File: config.mk
export PLATFORM = sky130hd
export DESIGN_NAME = axi2mem_flat
export DESIGN_NICKNAME = d
export VERILOG_FILES = /design/src/rtl/axi2mem_if.sv /design/src/rtl/axi2mem.sv /design/src/flat_wrapper.sv
export SDC_FILE = /design/constraint.sdc
export NUM_CORES = 1
export LEC_CHECK = 0
export CAP_MARGIN = 5
export CORE_ASPECT_RATIO = 1.1
export CORE_UTILIZATION = 43
export DETAILED_ROUTE_END_ITERATION = 12
export PLACE_DENSITY_LB_ADDON = 0.15
export SYNTH_ARGS = -nofsm -noshare
export SYNTH_HDL_FRONTEND = slang
export SYNTH_SLANG_ARGS = --single-unit
export TNS_END_PERCENT = 20
File: constraint.sdc
create_clock -name clk -period 10.9 [get_ports clk]
set_clock_uncertainty 0.2 [all_clocks]
set_input_delay 3.27 -clock clk [delete_from_list [all_inputs] [get_ports clk]]
set_output_delay 3.27 -clock clk [all_outputs]
set_load 0.1 [all_outputs]
File: src/rtl/axi2mem_if.sv
// AXI_BUS: reduced AXI4 channel bundle (32-bit data) shared by the core-side master and axi2mem
interface AXI_BUS #(
  parameter int AXI_ADDR_WIDTH = 32,
  parameter int AXI_ID_WIDTH   = 4
);
  logic                      aw_valid, aw_ready;
  logic [AXI_ID_WIDTH-1:0]   aw_id;
  logic [AXI_ADDR_WIDTH-1:0] aw_addr;
  logic [7:0]                aw_len;
  logic [1:0]                aw_burst;
  logic                      w_valid, w_ready, w_last;
  logic [31:0]               w_data;
  logic [3:0]                w_strb;
  logic                      b_valid, b_ready;
  logic [AXI_ID_WIDTH-1:0]   b_id;
  logic [1:0]                b_resp;
  logic                      ar_valid, ar_ready;
  logic [AXI_ID_WIDTH-1:0]   ar_id;
  logic [AXI_ADDR_WIDTH-1:0] ar_addr;
  logic [7:0]                ar_len;
  logic [1:0]                ar_burst;
  logic                      r_valid, r_ready, r_last;
  logic [AXI_ID_WIDTH-1:0]   r_id;
  logic [31:0]               r_data;
  logic [1:0]                r_resp;
  modport Slave (
    input  aw_valid, aw_id, aw_addr, aw_len, aw_burst, w_valid, w_data, w_strb, w_last, b_ready,
           ar_valid, ar_id, ar_addr, ar_len, ar_burst, r_ready,
    output aw_ready, w_ready, b_valid, b_id, b_resp, ar_ready, r_valid, r_id, r_data, r_resp, r_last
  );
  modport Master (
    output aw_valid, aw_id, aw_addr, aw_len, aw_burst, w_valid, w_data, w_strb, w_last, b_ready,
           ar_valid, ar_id, ar_addr, ar_len, ar_burst, r_ready,
    input  aw_ready, w_ready, b_valid, b_id, b_resp, ar_ready, r_valid, r_id, r_data, r_resp, r_last
  );
endinterface

File: src/rtl/axi2mem.sv
// axi2mem: AXI4 slave to single-port request/grant memory bridge, one transaction at a time
module axi2mem #(
  parameter int AXI_ADDR_WIDTH = 32,
  parameter int AXI_ID_WIDTH   = 4
) (
  input  logic                      clk,
  input  logic                      rst,
  AXI_BUS.Slave                     slave,
  output logic                      mem_req_o,
  input  logic                      mem_gnt_i,
  output logic                      mem_we_o,
  output logic [3:0]                mem_be_o,
  output logic [AXI_ADDR_WIDTH-1:0] mem_addr_o,
  output logic [31:0]               mem_wdata_o,
  input  logic                      mem_rvalid_i,
  input  logic [31:0]               mem_rdata_i
);
  typedef enum logic [2:0] {IDLE, WRITE, WRITE_RESP, READ_REQ, READ_DATA} state_t;
  state_t                    state;
  logic                      prio_q, resp_err_q, r_full_q;
  logic [AXI_ID_WIDTH-1:0]   id_q;
  logic [AXI_ADDR_WIDTH-1:0] addr_q, next_addr;
  logic [7:0]                len_q;
  logic [1:0]                burst_q;
  logic [8:0]                cnt_q;
  logic [31:0]               r_buf_q;
  logic                      in_range, pick_w, pick_r, w_hs, r_hs;
  assign in_range  = cnt_q <= {1'b0, len_q};
  assign pick_w    = state == IDLE && !rst && slave.aw_valid && (!slave.ar_valid || !prio_q);
  assign pick_r    = state == IDLE && !rst && slave.ar_valid && (!slave.aw_valid || prio_q);
  assign w_hs      = slave.w_valid && slave.w_ready;
  assign r_hs      = slave.r_valid && slave.r_ready;
  assign next_addr = burst_q == 2'b00 ? addr_q : addr_q + AXI_ADDR_WIDTH'(4);
  assign slave.aw_ready = pick_w;
  assign slave.ar_ready = pick_r;
  // beats past len+1 are swallowed without touching memory
  assign slave.w_ready  = state == WRITE && slave.w_valid && (mem_gnt_i || !in_range);
  assign slave.b_valid  = state == WRITE_RESP;
  assign slave.b_id     = id_q;
  assign slave.b_resp   = {resp_err_q, 1'b0};
  assign slave.r_valid  = state == READ_DATA && r_full_q;
  assign slave.r_id     = id_q;
  assign slave.r_data   = r_buf_q;
  assign slave.r_resp   = 2'b00;
  assign slave.r_last   = cnt_q == {1'b0, len_q};
  assign mem_req_o   = state == WRITE ? slave.w_valid && in_range : state == READ_REQ;
  assign mem_we_o    = state == WRITE;
  assign mem_be_o    = state == WRITE ? slave.w_strb : 4'hF;
  assign mem_addr_o  = {addr_q[AXI_ADDR_WIDTH-1:2], 2'b00};
  assign mem_wdata_o = slave.w_data;
  always_ff @(posedge clk or posedge rst) begin
    if (rst) begin
      state      <= IDLE;
      prio_q     <= 1'b0;
      resp_err_q <= 1'b0;
      r_full_q   <= 1'b0;
      id_q       <= '0;
      addr_q     <= '0;
      len_q      <= '0;
      burst_q    <= '0;
      cnt_q      <= '0;
      r_buf_q    <= '0;
    end else begin
      case (state)
        IDLE: if (pick_w || pick_r) begin
          id_q    <= pick_w ? slave.aw_id : slave.ar_id;
          addr_q  <= pick_w ? slave.aw_addr : slave.ar_addr;
          len_q   <= pick_w ? slave.aw_len : slave.ar_len;
          burst_q <= pick_w ? slave.aw_burst : slave.ar_burst;
          cnt_q   <= '0;
          state   <= pick_w ? WRITE : READ_REQ;
        end
        WRITE: if (w_hs) begin
          addr_q <= next_addr;
          cnt_q  <= cnt_q == 9'h1FF ? cnt_q : cnt_q + 9'd1;
          if (slave.w_last) begin
            resp_err_q <= cnt_q != {1'b0, len_q};
            state      <= WRITE_RESP;
          end
        end
        WRITE_RESP: if (slave.b_ready) begin
          prio_q <= 1'b1;
          state  <= IDLE;
        end
        READ_REQ: if (mem_gnt_i) state <= READ_DATA;
        READ_DATA: if (r_hs) begin
          r_full_q <= 1'b0;
          if (slave.r_last) begin
            prio_q <= 1'b0;
            state  <= IDLE;
          end else begin
            addr_q <= next_addr;
            cnt_q  <= cnt_q + 9'd1;
            state  <= READ_REQ;
          end
        end else if (mem_rvalid_i && !r_full_q) begin
          r_buf_q  <= mem_rdata_i;
          r_full_q <= 1'b1;
        end
        default: state <= IDLE;
      endcase
    end
  end
endmodule

File: src/flat_wrapper.sv
// flat-port wrapper written by rule: the top's interface ports become plain ports
module axi2mem_flat 
#(
  parameter int AXI_ADDR_WIDTH = 32,
  parameter int AXI_ID_WIDTH   = 4
)
  (clk, rst, mem_req_o, mem_gnt_i, mem_we_o, mem_be_o, mem_addr_o, mem_wdata_o, mem_rvalid_i, mem_rdata_i, slave_aw_valid, slave_aw_id, slave_aw_addr, slave_aw_len, slave_aw_burst, slave_w_valid, slave_w_data, slave_w_strb, slave_w_last, slave_b_ready, slave_ar_valid, slave_ar_id, slave_ar_addr, slave_ar_len, slave_ar_burst, slave_r_ready, slave_aw_ready, slave_w_ready, slave_b_valid, slave_b_id, slave_b_resp, slave_ar_ready, slave_r_valid, slave_r_id, slave_r_data, slave_r_resp, slave_r_last);
  AXI_BUS #(.AXI_ADDR_WIDTH(AXI_ADDR_WIDTH), .AXI_ID_WIDTH(AXI_ID_WIDTH)) slave_i ();
  input  logic clk;
  input  logic rst;
  output logic mem_req_o;
  input  logic mem_gnt_i;
  output logic mem_we_o;
  output logic [3:0] mem_be_o;
  output logic [AXI_ADDR_WIDTH-1:0] mem_addr_o;
  output logic [31:0] mem_wdata_o;
  input  logic mem_rvalid_i;
  input  logic [31:0] mem_rdata_i;
  input wire logic [$bits(slave_i.aw_valid)-1:0] slave_aw_valid;
  input wire logic [$bits(slave_i.aw_id)-1:0] slave_aw_id;
  input wire logic [$bits(slave_i.aw_addr)-1:0] slave_aw_addr;
  input wire logic [$bits(slave_i.aw_len)-1:0] slave_aw_len;
  input wire logic [$bits(slave_i.aw_burst)-1:0] slave_aw_burst;
  input wire logic [$bits(slave_i.w_valid)-1:0] slave_w_valid;
  input wire logic [$bits(slave_i.w_data)-1:0] slave_w_data;
  input wire logic [$bits(slave_i.w_strb)-1:0] slave_w_strb;
  input wire logic [$bits(slave_i.w_last)-1:0] slave_w_last;
  input wire logic [$bits(slave_i.b_ready)-1:0] slave_b_ready;
  input wire logic [$bits(slave_i.ar_valid)-1:0] slave_ar_valid;
  input wire logic [$bits(slave_i.ar_id)-1:0] slave_ar_id;
  input wire logic [$bits(slave_i.ar_addr)-1:0] slave_ar_addr;
  input wire logic [$bits(slave_i.ar_len)-1:0] slave_ar_len;
  input wire logic [$bits(slave_i.ar_burst)-1:0] slave_ar_burst;
  input wire logic [$bits(slave_i.r_ready)-1:0] slave_r_ready;
  output wire logic [$bits(slave_i.aw_ready)-1:0] slave_aw_ready;
  output wire logic [$bits(slave_i.w_ready)-1:0] slave_w_ready;
  output wire logic [$bits(slave_i.b_valid)-1:0] slave_b_valid;
  output wire logic [$bits(slave_i.b_id)-1:0] slave_b_id;
  output wire logic [$bits(slave_i.b_resp)-1:0] slave_b_resp;
  output wire logic [$bits(slave_i.ar_ready)-1:0] slave_ar_ready;
  output wire logic [$bits(slave_i.r_valid)-1:0] slave_r_valid;
  output wire logic [$bits(slave_i.r_id)-1:0] slave_r_id;
  output wire logic [$bits(slave_i.r_data)-1:0] slave_r_data;
  output wire logic [$bits(slave_i.r_resp)-1:0] slave_r_resp;
  output wire logic [$bits(slave_i.r_last)-1:0] slave_r_last;
  assign slave_i.aw_valid = slave_aw_valid;
  assign slave_i.aw_id = slave_aw_id;
  assign slave_i.aw_addr = slave_aw_addr;
  assign slave_i.aw_len = slave_aw_len;
  assign slave_i.aw_burst = slave_aw_burst;
  assign slave_i.w_valid = slave_w_valid;
  assign slave_i.w_data = slave_w_data;
  assign slave_i.w_strb = slave_w_strb;
  assign slave_i.w_last = slave_w_last;
  assign slave_i.b_ready = slave_b_ready;
  assign slave_i.ar_valid = slave_ar_valid;
  assign slave_i.ar_id = slave_ar_id;
  assign slave_i.ar_addr = slave_ar_addr;
  assign slave_i.ar_len = slave_ar_len;
  assign slave_i.ar_burst = slave_ar_burst;
  assign slave_i.r_ready = slave_r_ready;
  assign slave_aw_ready = slave_i.aw_ready;
  assign slave_w_ready = slave_i.w_ready;
  assign slave_b_valid = slave_i.b_valid;
  assign slave_b_id = slave_i.b_id;
  assign slave_b_resp = slave_i.b_resp;
  assign slave_ar_ready = slave_i.ar_ready;
  assign slave_r_valid = slave_i.r_valid;
  assign slave_r_id = slave_i.r_id;
  assign slave_r_data = slave_i.r_data;
  assign slave_r_resp = slave_i.r_resp;
  assign slave_r_last = slave_i.r_last;
  axi2mem #(.AXI_ADDR_WIDTH(AXI_ADDR_WIDTH), .AXI_ID_WIDTH(AXI_ID_WIDTH)) u_core (.clk(clk), .rst(rst), .slave(slave_i), .mem_req_o(mem_req_o), .mem_gnt_i(mem_gnt_i), .mem_we_o(mem_we_o), .mem_be_o(mem_be_o), .mem_addr_o(mem_addr_o), .mem_wdata_o(mem_wdata_o), .mem_rvalid_i(mem_rvalid_i), .mem_rdata_i(mem_rdata_i));
endmodule
==> impl_metrics.csv, run 1 <==
group,metric,value,unit
status,status,"finished clean",
logic_synthesis,synth-seq-cells,91,
grt,grt_usage,23.3,%
logic_synthesis,avgSynthCellArea,8.80,um^2
detailed_routing,drt_iter0_markers,316,
floorplan,die_x,110,um
worst_hold_path,hp-class,"flop to flop",
worst_setup_path,r2r_cells,6,
logic_synthesis,syn_inst,629,
timing,setup_viol,0,
logic_synthesis,synth_edf_count,0,
worst_hold_path,worst_hold_startpoint,"u_core.slave.r_data[5]$_DFFE_PP0P_",
clock_network,htree_levels,3,
timing,hold_viol_final,0,
floorplan,dieArea,13300,um^2
placement,io_buffers,216,
grt,antenna_found_initial,0,
placement,hpwl,11.3,mm
placement,place.gp.congestion,0.869,
finish,fillCellCount,1085,
logic_synthesis,yosysUniqueCellTypes,59,
floorplan,die_h,121,um
timing,relSlewSlack,29.6,%
finish,n_antenna_cell,0,
worst_setup_path,timing.rr.start,"u_core.state[2]$_DFFE_PP0P_",
floorplan,core,12600,um^2
worst_setup_path,rr_endpoint,"u_core.addr_q[7]$_DFFE_PP0P_",
clock_network,cts_setup_buffers,0,
clock_network,cts-root-buf,"clkbuf_16",
worst_setup_path,crit_type,"input port to output pin",
timing,worstMarginPinSlew,1.06,ns
grt,grt_pass1_vias,4985,
logic_synthesis,syn-cell-area,5530,um^2
floorplan,start_util,44.0,%
detailed_routing,wl_per_cell,16.0,um
floorplan,num_rows,43,
clock_network,cts_resized,0,
floorplan,boundaryPins,290,
timing,finalSetupTns,0,ns
clock_network,clkTransAtPathRegs,0.06,ns
grt,grt_pass1_wl,24.3,mm
finish,finalNetCount,974,
worst_setup_path,critPathCaptureType,"output pin",
placement,dpl.cell_count,939,
worst_setup_path,endpoint,"slave_ar_ready",
clock_network,postCtsHoldBufs,0,
detailed_routing,drc,0,
worst_setup_path,crit_chain,"clkdlybuf4s50_1 -> nor4_4 -> and3_1 -> clkdlybuf4s50_1",
detailed_routing,ant_nets,0,
finish,fin_cells,955,
logic_synthesis,yosys.area.top_type_share,41.1,%
clock_network,cts_tree,"yes",
logic_synthesis,synthTopCellsByArea,"dfrtp_1 (41%), nand2_1 (6.6%), mux2_2 (6.5%)",
timing,layout_min_cycle_time,8.95,ns
logic_synthesis,synthFlopType,"dfrtp_1",
worst_setup_path,start_kind,"input port",
timing,slew_viol_final,0,
clock_network,cts_buffers,9,
worst_setup_path,startpoint,"rst",
grt,grt_overflow_total,0,
clock_network,clk_latency,0.34,ns
logic_synthesis,yosys_warnings,0,
clock_network,clkSinkCount,91,
timing,rsz0062_at_grt,"no",
detailed_routing,avgViaCountPerCell,5.47,
detailed_routing,wirelength,15.3,mm
finish,seqCellArea,2280,um^2
logic_synthesis,synthArstFlopShare,100,%
detailed_routing,firstDrtPassIters,5,
finish,drive_above_1_share,8.65,%
job,maxCapViolCount,0,
worst_setup_path,crit_path_max_incr_delay,1.14,ns
detailed_routing,vias,5225,
finish,syn_to_final_growth,41.4,%
worst_setup_path,path_max_fanout,4,
logic_synthesis,synth_top_cell_by_area,"dfrtp_1",
worst_setup_path,worstPathRequired,7.43,ns
worst_setup_path,critical_path.most_common_cell,"clkdlybuf4s50_1",
worst_setup_path,regToRegSetupSlack,7.60,ns
finish,multiInputGateArea,2740,um^2
timing,clock.fmax,112,MHz
grt,grt_max_degree,48,
logic_synthesis,yosysMostFrequentCell,"nand2_1",
clock_network,max-clock-path-buffers,2,
worst_setup_path,slowest_stage,"clkdlybuf4s50_1",
worst_setup_path,crit_arrival,5.48,ns
logic_synthesis,ys_seq_area_share,41.1,%
logic_synthesis,synth_common_cells,"nand2_1 (98), dfrtp_1 (91), a21oi_1 (48)",
timing,finalCritPeriodShare,82.1,%
metal layers:
metal	global-route usage [%]	part of all wire, %	up-vias	wire, um
met1	28.7	41	2451	6260
met5	0	0	-	0
met4	7.07	1.6	0	240
met2	40.1	49	212	7480
li1	-	-	2534	-
met3	5.42	8.5	28	1300
flip-flops by register name, indices dropped and copies added (netlist names):
register and cells:
u_core.slave.r_data 32, u_core.addr_q 30, u_core.cnt_q 9, u_core.len_q 8, u_core.slave.b_id 4, u_core.state 3
u_core.burst_q 2, u_core.prio_q 1, u_core.r_full_q 1, u_core.resp_err_q 1
metrics by stage:
stage	instance area, um^2	setup slack [ns]	hold WS [ns]	utilization, %
after floorplan	5550	2.57	0.302	-
after global placement	7500	1.96	0.288	59.5
after global routing	7820	1.86	0.322	62.1
after CTS	7820	1.93	0.309	62.1
after detailed placement	7500	1.93	0.295	59.5
final	7820	1.95	0.305	62.1
critical path: cells and delay by family:
kind	cells	cell delay (ns)
AND/OR/NAND/NOR	2	0.54
buffers and inverters	2	1.66
area by class of cell:
cell class,count,area share [%]
Clock buffer,9,2.88
Clock inverter,7,1.30
Inverter,20,0.992
Multi-Input combinational cell,449,35.0
Sequential cell,91,29.1
Tap cell,157,2.51
Timing Repair Buffer,222,28.2
cells in the final DEF (no fill, tap or decap), types with 3 or more instances in the layout:
cell type and instances:
nor2_1 46, ha_1 11, mux2i_1 8, clkdlybuf4s50_1 215
dfrtp_1 91, o31ai_1 3, a31oi_1 24, a211oi_1 3
a21o_1 4, clkbuf_16 9, nor3_1 8, buf_4 7
a21oi_1 47, o21ai_1 3, o22a_1 8, nand3_1 30
inv_1 17, mux2_2 32, a32oi_1 6, and4_1 3
conb_1 5, nand2_1 98, o21ai_0 32, nand2b_1 6
or3_1 6, o32ai_1 4, and3_1 10, nand4_1 8
a22o_1 7
worst min path at each step:
stage	endpoint	slack, ns	cells after the start
finish	u_core.slave.r_data[5]$_DFFE_PP0P_	0.30	1
CTS	u_core.slave.r_data[12]$_DFFE_PP0P_	0.31	1
detailed placement	u_core.slave.r_data[12]$_DFFE_PP0P_	0.29	1
floorplan	u_core.prio_q$_DFFE_PP0P_	0.30	2
global placement	u_core.slave.r_data[13]$_DFFE_PP0P_	0.29	1
global route	u_core.slave.r_data[12]$_DFFE_PP0P_	0.32	1
cell families (layout without fill, tap and decap cells):
kind of cell | count (synthesis) | in the layout | share of synthesized area, %
AOI/OAI and AO/OA | 162 | 162 | 19.0
and+or+nand+nor | 229 | 229 | 19.2
DFF | 91 | 91 | 41.1
adders and majority gates | 11 | 11 | 2.49
buffers and inverters | 93 | 258 | 9.86
other | 1 | 5 | 0.0678
xor gates and xnor gates | 2 | 2 | 0.317
muxes | 40 | 40 | 7.96
Power of run 1 is not shown: default switching activity piles up to over one toggle a cycle in this logic, so the estimate is an artifact.
==> run 2, diff against run 1 <==
--- a/config.mk
+++ b/config.mk
@@ -7,7 +7,7 @@
 export LEC_CHECK = 0
 export CAP_MARGIN = 5
 export CORE_ASPECT_RATIO = 1.1
-export CORE_UTILIZATION = 43
+export CORE_UTILIZATION = 40
 export DETAILED_ROUTE_END_ITERATION = 12
 export PLACE_DENSITY_LB_ADDON = 0.15
 export SYNTH_ARGS = -nofsm -noshare
==> constraint.sdc (replaced) <==
create_clock -name clk -period 9.1 [get_ports clk]
set_clock_uncertainty 0.2 [all_clocks]
set_input_delay 2.73 -clock clk [delete_from_list [all_inputs] [get_ports clk]]
set_output_delay 2.73 -clock clk [all_outputs]
set_load 0.1 [all_outputs]
==> run 2 against run 1 <==
  * First-iteration DRC count decreased by 28%
  * Count of clock-buffer cells in the layout unchanged
  * Critical endpoint is now mem_req_o
  * Critical path depth unchanged
  * Flip-flop and latch count unchanged
==> impl_metrics.csv, run 2 (same netlist as run 1, synthesis figures left out) <==
group,metric,value,unit
floorplan,dieArea,14300,um^2
timing,relSlewSlack,31.6,%
clock_network,clkSinkCount,91,
worst_setup_path,path_max_fanout,6,
grt,grt_max_degree,73,
detailed_routing,wl_per_cell,16.0,um
worst_setup_path,critPathCaptureType,"output pin",
clock_network,cts_setup_buffers,0,
finish,fin_cells,983,
grt,grt_usage,22.3,%
worst_hold_path,hp-class,"flop to flop",
clock_network,clk_latency,0.34,ns
floorplan,die_x,114,um
timing,hold_viol_final,0,
floorplan,boundaryPins,290,
finish,finalNetCount,975,
grt,antenna_found_initial,0,
timing,worstMarginPinSlew,1.02,ns
clock_network,postCtsHoldBufs,0,
job,maxCapViolCount,0,
placement,hpwl,11.6,mm
clock_network,cts-root-buf,"clkbuf_16",
worst_setup_path,crit_arrival,4.77,ns
detailed_routing,firstDrtPassIters,4,
timing,clock.fmax,130,MHz
worst_setup_path,worstPathRequired,6.17,ns
detailed_routing,vias,5252,
floorplan,die_h,125,um
worst_setup_path,start_kind,"input port",
clock_network,clkTransAtPathRegs,0.07,ns
finish,largest_reg_flops,32,
timing,rsz0062_at_grt,"no",
clock_network,cts_tree,"yes",
timing,finalSetupTns,0,ns
detailed_routing,drt_iter0_markers,229,
timing,finalCritPeriodShare,84.6,%
timing,setup_viol,0,
placement,io_buffers,216,
timing,slew_viol_final,0,
floorplan,core,13300,um^2
finish,drive_above_1_share,8.89,%
floorplan,num_rows,44,
detailed_routing,avgViaCountPerCell,5.34,
timing,layout_min_cycle_time,7.70,ns
clock_network,max-clock-path-buffers,2,
clock_network,htree_levels,3,
finish,syn_to_final_growth,42.2,%
finish,layout_commonest_cell,"clkdlybuf4s50_1",
grt,grt_overflow_total,0,
detailed_routing,wirelength,15.7,mm
status,status,"finished clean",
grt,grt_pass1_wl,25.3,mm
worst_setup_path,crit_type,"input port to output pin",
clock_network,cts_buffers,9,
floorplan,start_util,41.5,%
grt,grt_pass1_vias,5192,
finish,mostFrequentLayoutCells,"clkdlybuf4s50_1 (214), nand2_1 (98), dfrtp_1 (91)",
detailed_routing,ant_nets,0,
detailed_routing,drc,0,
finish,n_antenna_cell,0,
clock_network,cts_resized,0,
placement,dpl.cell_count,967,
placement,place.gp.congestion,0.843,
-- run 2: cell count changes in the layout (fill, tap and decap cells not counted) --
| cell | before | now |
|---|---|---|
| clkinvlp_4 | 2 | 0 |
| buf_4 | 7 | 8 |
| inv_6 | 1 | 3 |
| clkinv_4 | 2 | 0 |
| clkdlybuf4s50_1 | 215 | 214 |
| clkinv_2 | 0 | 2 |
| buf_12 | 0 | 1 |
-- run 2: metal layers --
metal	global-route usage, %	wire length [um]	vias to the layer above
met5	0	0	-
met4	5.96	154	0
met3	6.79	1440	12
met2	37.9	7620	264
met1	27.1	6520	2449
li1	-	-	2527
-- run 2: per-stage QoR --
step / area (um^2) / utilization (%) / hold slack [ns] / worst slack (ns)
2_1_floorplan: 5550 / - / 0.302 / 1.85
3_3_place_gp: 7550 / 56.6 / 0.287 / 1.43
3_5_place_dp: 7550 / 56.6 / 0.294 / 1.42
4_1_cts: 7870 / 59.1 / 0.310 / 1.41
5_1_grt: 7870 / 59.1 / 0.314 / 1.35
6_report: 7870 / 59.1 / 0.306 / 1.40
-- run 2: layout make-up --
type	count	area, um^2
Clock buffer	9	225
Tap cell	184	230
Timing Repair Buffer	223	2220
Fill cell	1267	5450
Multi-Input combinational cell	449	2740
Inverter	20	77.6
Clock inverter	7	96.3
Sequential cell	91	2280
-- run 2: final timing paths --
| kind | startpoint | endpoint | slack, ns | cells after the start |
|---|---|---|---|---|
| min | u_core.slave.r_data[1]$_DFFE_PP0P_ | u_core.slave.r_data[1]$_DFFE_PP0P_ | 0.31 | 1 |
| max in group asynchronous | rst | u_core.addr_q[18]$_DFFE_PP0P_ | 4.92 | 3 |
| max | slave_w_valid | mem_req_o | 1.40 | 4 |
| min in group asynchronous | rst | u_core.slave.r_data[26]$_DFFE_PP0P_ | 2.59 | 2 |
| max reg2reg | u_core.state[2]$_DFFE_PP0P_ | u_core.addr_q[16]$_DFFE_PP0P_ | 5.90 | 8 |
| min reg2reg | u_core.slave.r_data[1]$_DFFE_PP0P_ | u_core.slave.r_data[1]$_DFFE_PP0P_ | 0.31 | 1 |
-- run 2: critical path, cell delays in order --
cell and delay [ns]:
clkdlybuf4s50_1 0.57, o21ai_0 0.12, a21oi_1 0.19, clkdlybuf4s50_1 1.16
Power of run 2 is left out for the same reason.
==> run 3, diff against run 2 <==
==> constraint.sdc (replaced) <==
create_clock -name clk -period 7.2 [get_ports clk]
set_clock_uncertainty 0.2 [all_clocks]
set_input_delay 2.16 -clock clk [delete_from_list [all_inputs] [get_ports clk]]
set_output_delay 2.16 -clock clk [all_outputs]
set_load 0.1 [all_outputs]
==> run 3 against run 2 <==
  * Design area decreased by 0.38%
  * Wire length increased by 0.71%
  * Non-clock buffer count unchanged
  * Hold slack got worse by 0.0017 ns
  * Critical path depth decreased by 1
  * Worst setup slack got worse by 0.43 ns
  * Sequential share of layout area increased by 0.11 points
  * Global-route usage decreased by 0.33 points
  * Register-to-register slack got worse by 2.2 ns
  * Flip-flop and latch count unchanged
  * Critical endpoint is now mem_be_o[1]
==> impl_metrics.csv, run 3 (same netlist as run 1, synthesis figures left out) <==
group,metric,value,unit
finish,syn_to_final_growth,41.6,%
detailed_routing,drc,0,
finish,finalNetCount,975,
timing,layout_min_cycle_time,6.23,ns
detailed_routing,avgViaCountPerCell,5.33,
clock_network,cts_buffers,9,
detailed_routing,ant_nets,0,
worst_hold_path,hp-class,"flop to flop",
clock_network,postCtsHoldBufs,0,
clock_network,cts_setup_buffers,0,
clock_network,max-clock-path-buffers,2,
worst_setup_path,critPathCaptureType,"output pin",
worst_setup_path,r2r_cells,8,
worst_hold_path,whs_path_depth,1,
timing,finalSetupTns,0,ns
worst_setup_path,crit_chain,"clkdlybuf4s50_1 -> or3_1 -> clkdlybuf4s50_1",
grt,grt_usage,21.9,%
status,status,"finished clean",
placement,placed_area,7540,um^2
grt,grt_pass1_wl,24.9,mm
finish,largest_reg_flops,32,
floorplan,num_rows,44,
finish,final_cell_area,7840,um^2
detailed_routing,vias,5239,
finish,fillCellCount,1236,
worst_setup_path,path_buf_inv,2,
worst_hold_path,min_to,"u_core.slave.r_data[8]$_DFFE_PP0P_",
worst_setup_path,regToRegSetupSlack,3.67,ns
timing,worstMarginPinSlew,1.01,ns
detailed_routing,firstDrtPassIters,5,
detailed_routing,wirelength,15.8,mm
timing,finalCritPeriodShare,86.5,%
clock_network,clk_latency,0.34,ns
floorplan,dieArea,14300,um^2
clock_network,clkSinkCount,91,
floorplan,die_h,125,um
grt,antenna_found_initial,0,
finish,layout_commonest_cell,"clkdlybuf4s50_1",
worst_setup_path,critical_path.most_common_cell,"clkdlybuf4s50_1",
timing,setup_viol,0,
grt,grt_max_degree,52,
worst_setup_path,critPathTopFamily,"buffers and inverters",
floorplan,boundaryPins,290,
floorplan,core,13300,um^2
worst_setup_path,worstPathRequired,4.84,ns
clock_network,cts_tree,"yes",
detailed_routing,drt_iter0_markers,274,
finish,mostFrequentLayoutCells,"clkdlybuf4s50_1 (211), nand2_1 (98), dfrtp_1 (91)",
timing,relSlewSlack,32.4,%
timing,hold_viol_final,0,
worst_hold_path,worst_hold_startpoint,"u_core.slave.r_data[8]$_DFFE_PP0P_",
clock_network,cts_resized,0,
grt,grt_pass1_vias,5112,
finish,n_antenna_cell,0,
floorplan,start_util,41.5,%
floorplan,die_x,114,um
timing,rsz0062_at_grt,"no",
clock_network,cts-root-buf,"clkbuf_16",
worst_setup_path,slowest_stage,"clkdlybuf4s50_1",
worst_setup_path,start_kind,"input port",
placement,place.gp.congestion,0.810,
worst_setup_path,rr_endpoint,"u_core.addr_q[2]$_DFFE_PP0P_",
timing,slew_viol_final,0,
worst_setup_path,startpoint,"slave_w_strb[1]",
placement,io_buffers,216,
timing,clock.fmax,161,MHz
finish,drive_above_1_share,9.26,%
worst_setup_path,timing.rr.start,"u_core.state[2]$_DFFE_PP0P_",
worst_setup_path,crit_path_max_incr_delay,0.97,ns
clock_network,clkTransAtPathRegs,0.06,ns
clock_network,htree_levels,3,
job,maxCapViolCount,0,
worst_setup_path,crit_type,"input port to output pin",
worst_setup_path,path_max_fanout,1,
worst_setup_path,crit_arrival,3.87,ns
grt,grt_overflow_total,0,
detailed_routing,wl_per_cell,16.1,um
placement,hpwl,11.8,mm
## run 3: worst reg2reg max path: cells and delay by family, from the launching register on
kind / cells / cell delay (ns)
AO/OA/AOI/OAI: 5 / 1.50
flip-flops: 1 / 0.66
AND/OR/NAND/NOR: 1 / 0.44
buffers and inverters: 2 / 0.63
## run 3: worst max-delay path by stage
stage	to	cells past startpoint	slack, ns
final	mem_be_o[1]	3	0.97
after global routing	mem_be_o[1]	3	0.94
after CTS	mem_be_o[2]	3	0.97
after detailed placement	mem_be_o[2]	3	0.97
after global placement	mem_be_o[1]	3	0.97
after floorplan	mem_req_o	2	1.09
## run 3: layer usage
| layer | global-route usage [%] | wire length (um) | up-vias |
|---|---|---|---|
| met5 | 0 | 0 | - |
| met2 | 37.5 | 7670 | 241 |
| met1 | 27.2 | 6720 | 2447 |
| met4 | 6.65 | 215 | 0 |
| li1 | - | - | 2531 |
| met3 | 5.28 | 1240 | 20 |
## run 3: area by class of cell
class	instances	area, um^2	area share (%)
inverters	20	77.6	0.990
flip-flops and latches	91	2280	29.1
repair buffers	223	2210	28.3
multi-input cells	449	2740	35.0
clock inverters	7	73.8	0.942
clock buffers	9	225	2.87
well taps	184	230	2.94
## run 3: through the flow
step / setup slack, ns / hold WS [ns] / cells / utilization (%)
6_report: 0.970 / 0.305 / 983 / 58.8
5_1_grt: 0.939 / 0.317 / 983 / 58.8
4_1_cts: 0.973 / 0.310 / 983 / 58.8
3_5_place_dp: 0.973 / 0.294 / 967 / 56.6
3_3_place_gp: 0.971 / 0.287 / 967 / 56.6
2_1_floorplan: 1.09 / 0.302 / 633 / -
Power of run 3 is left out for the same reason.
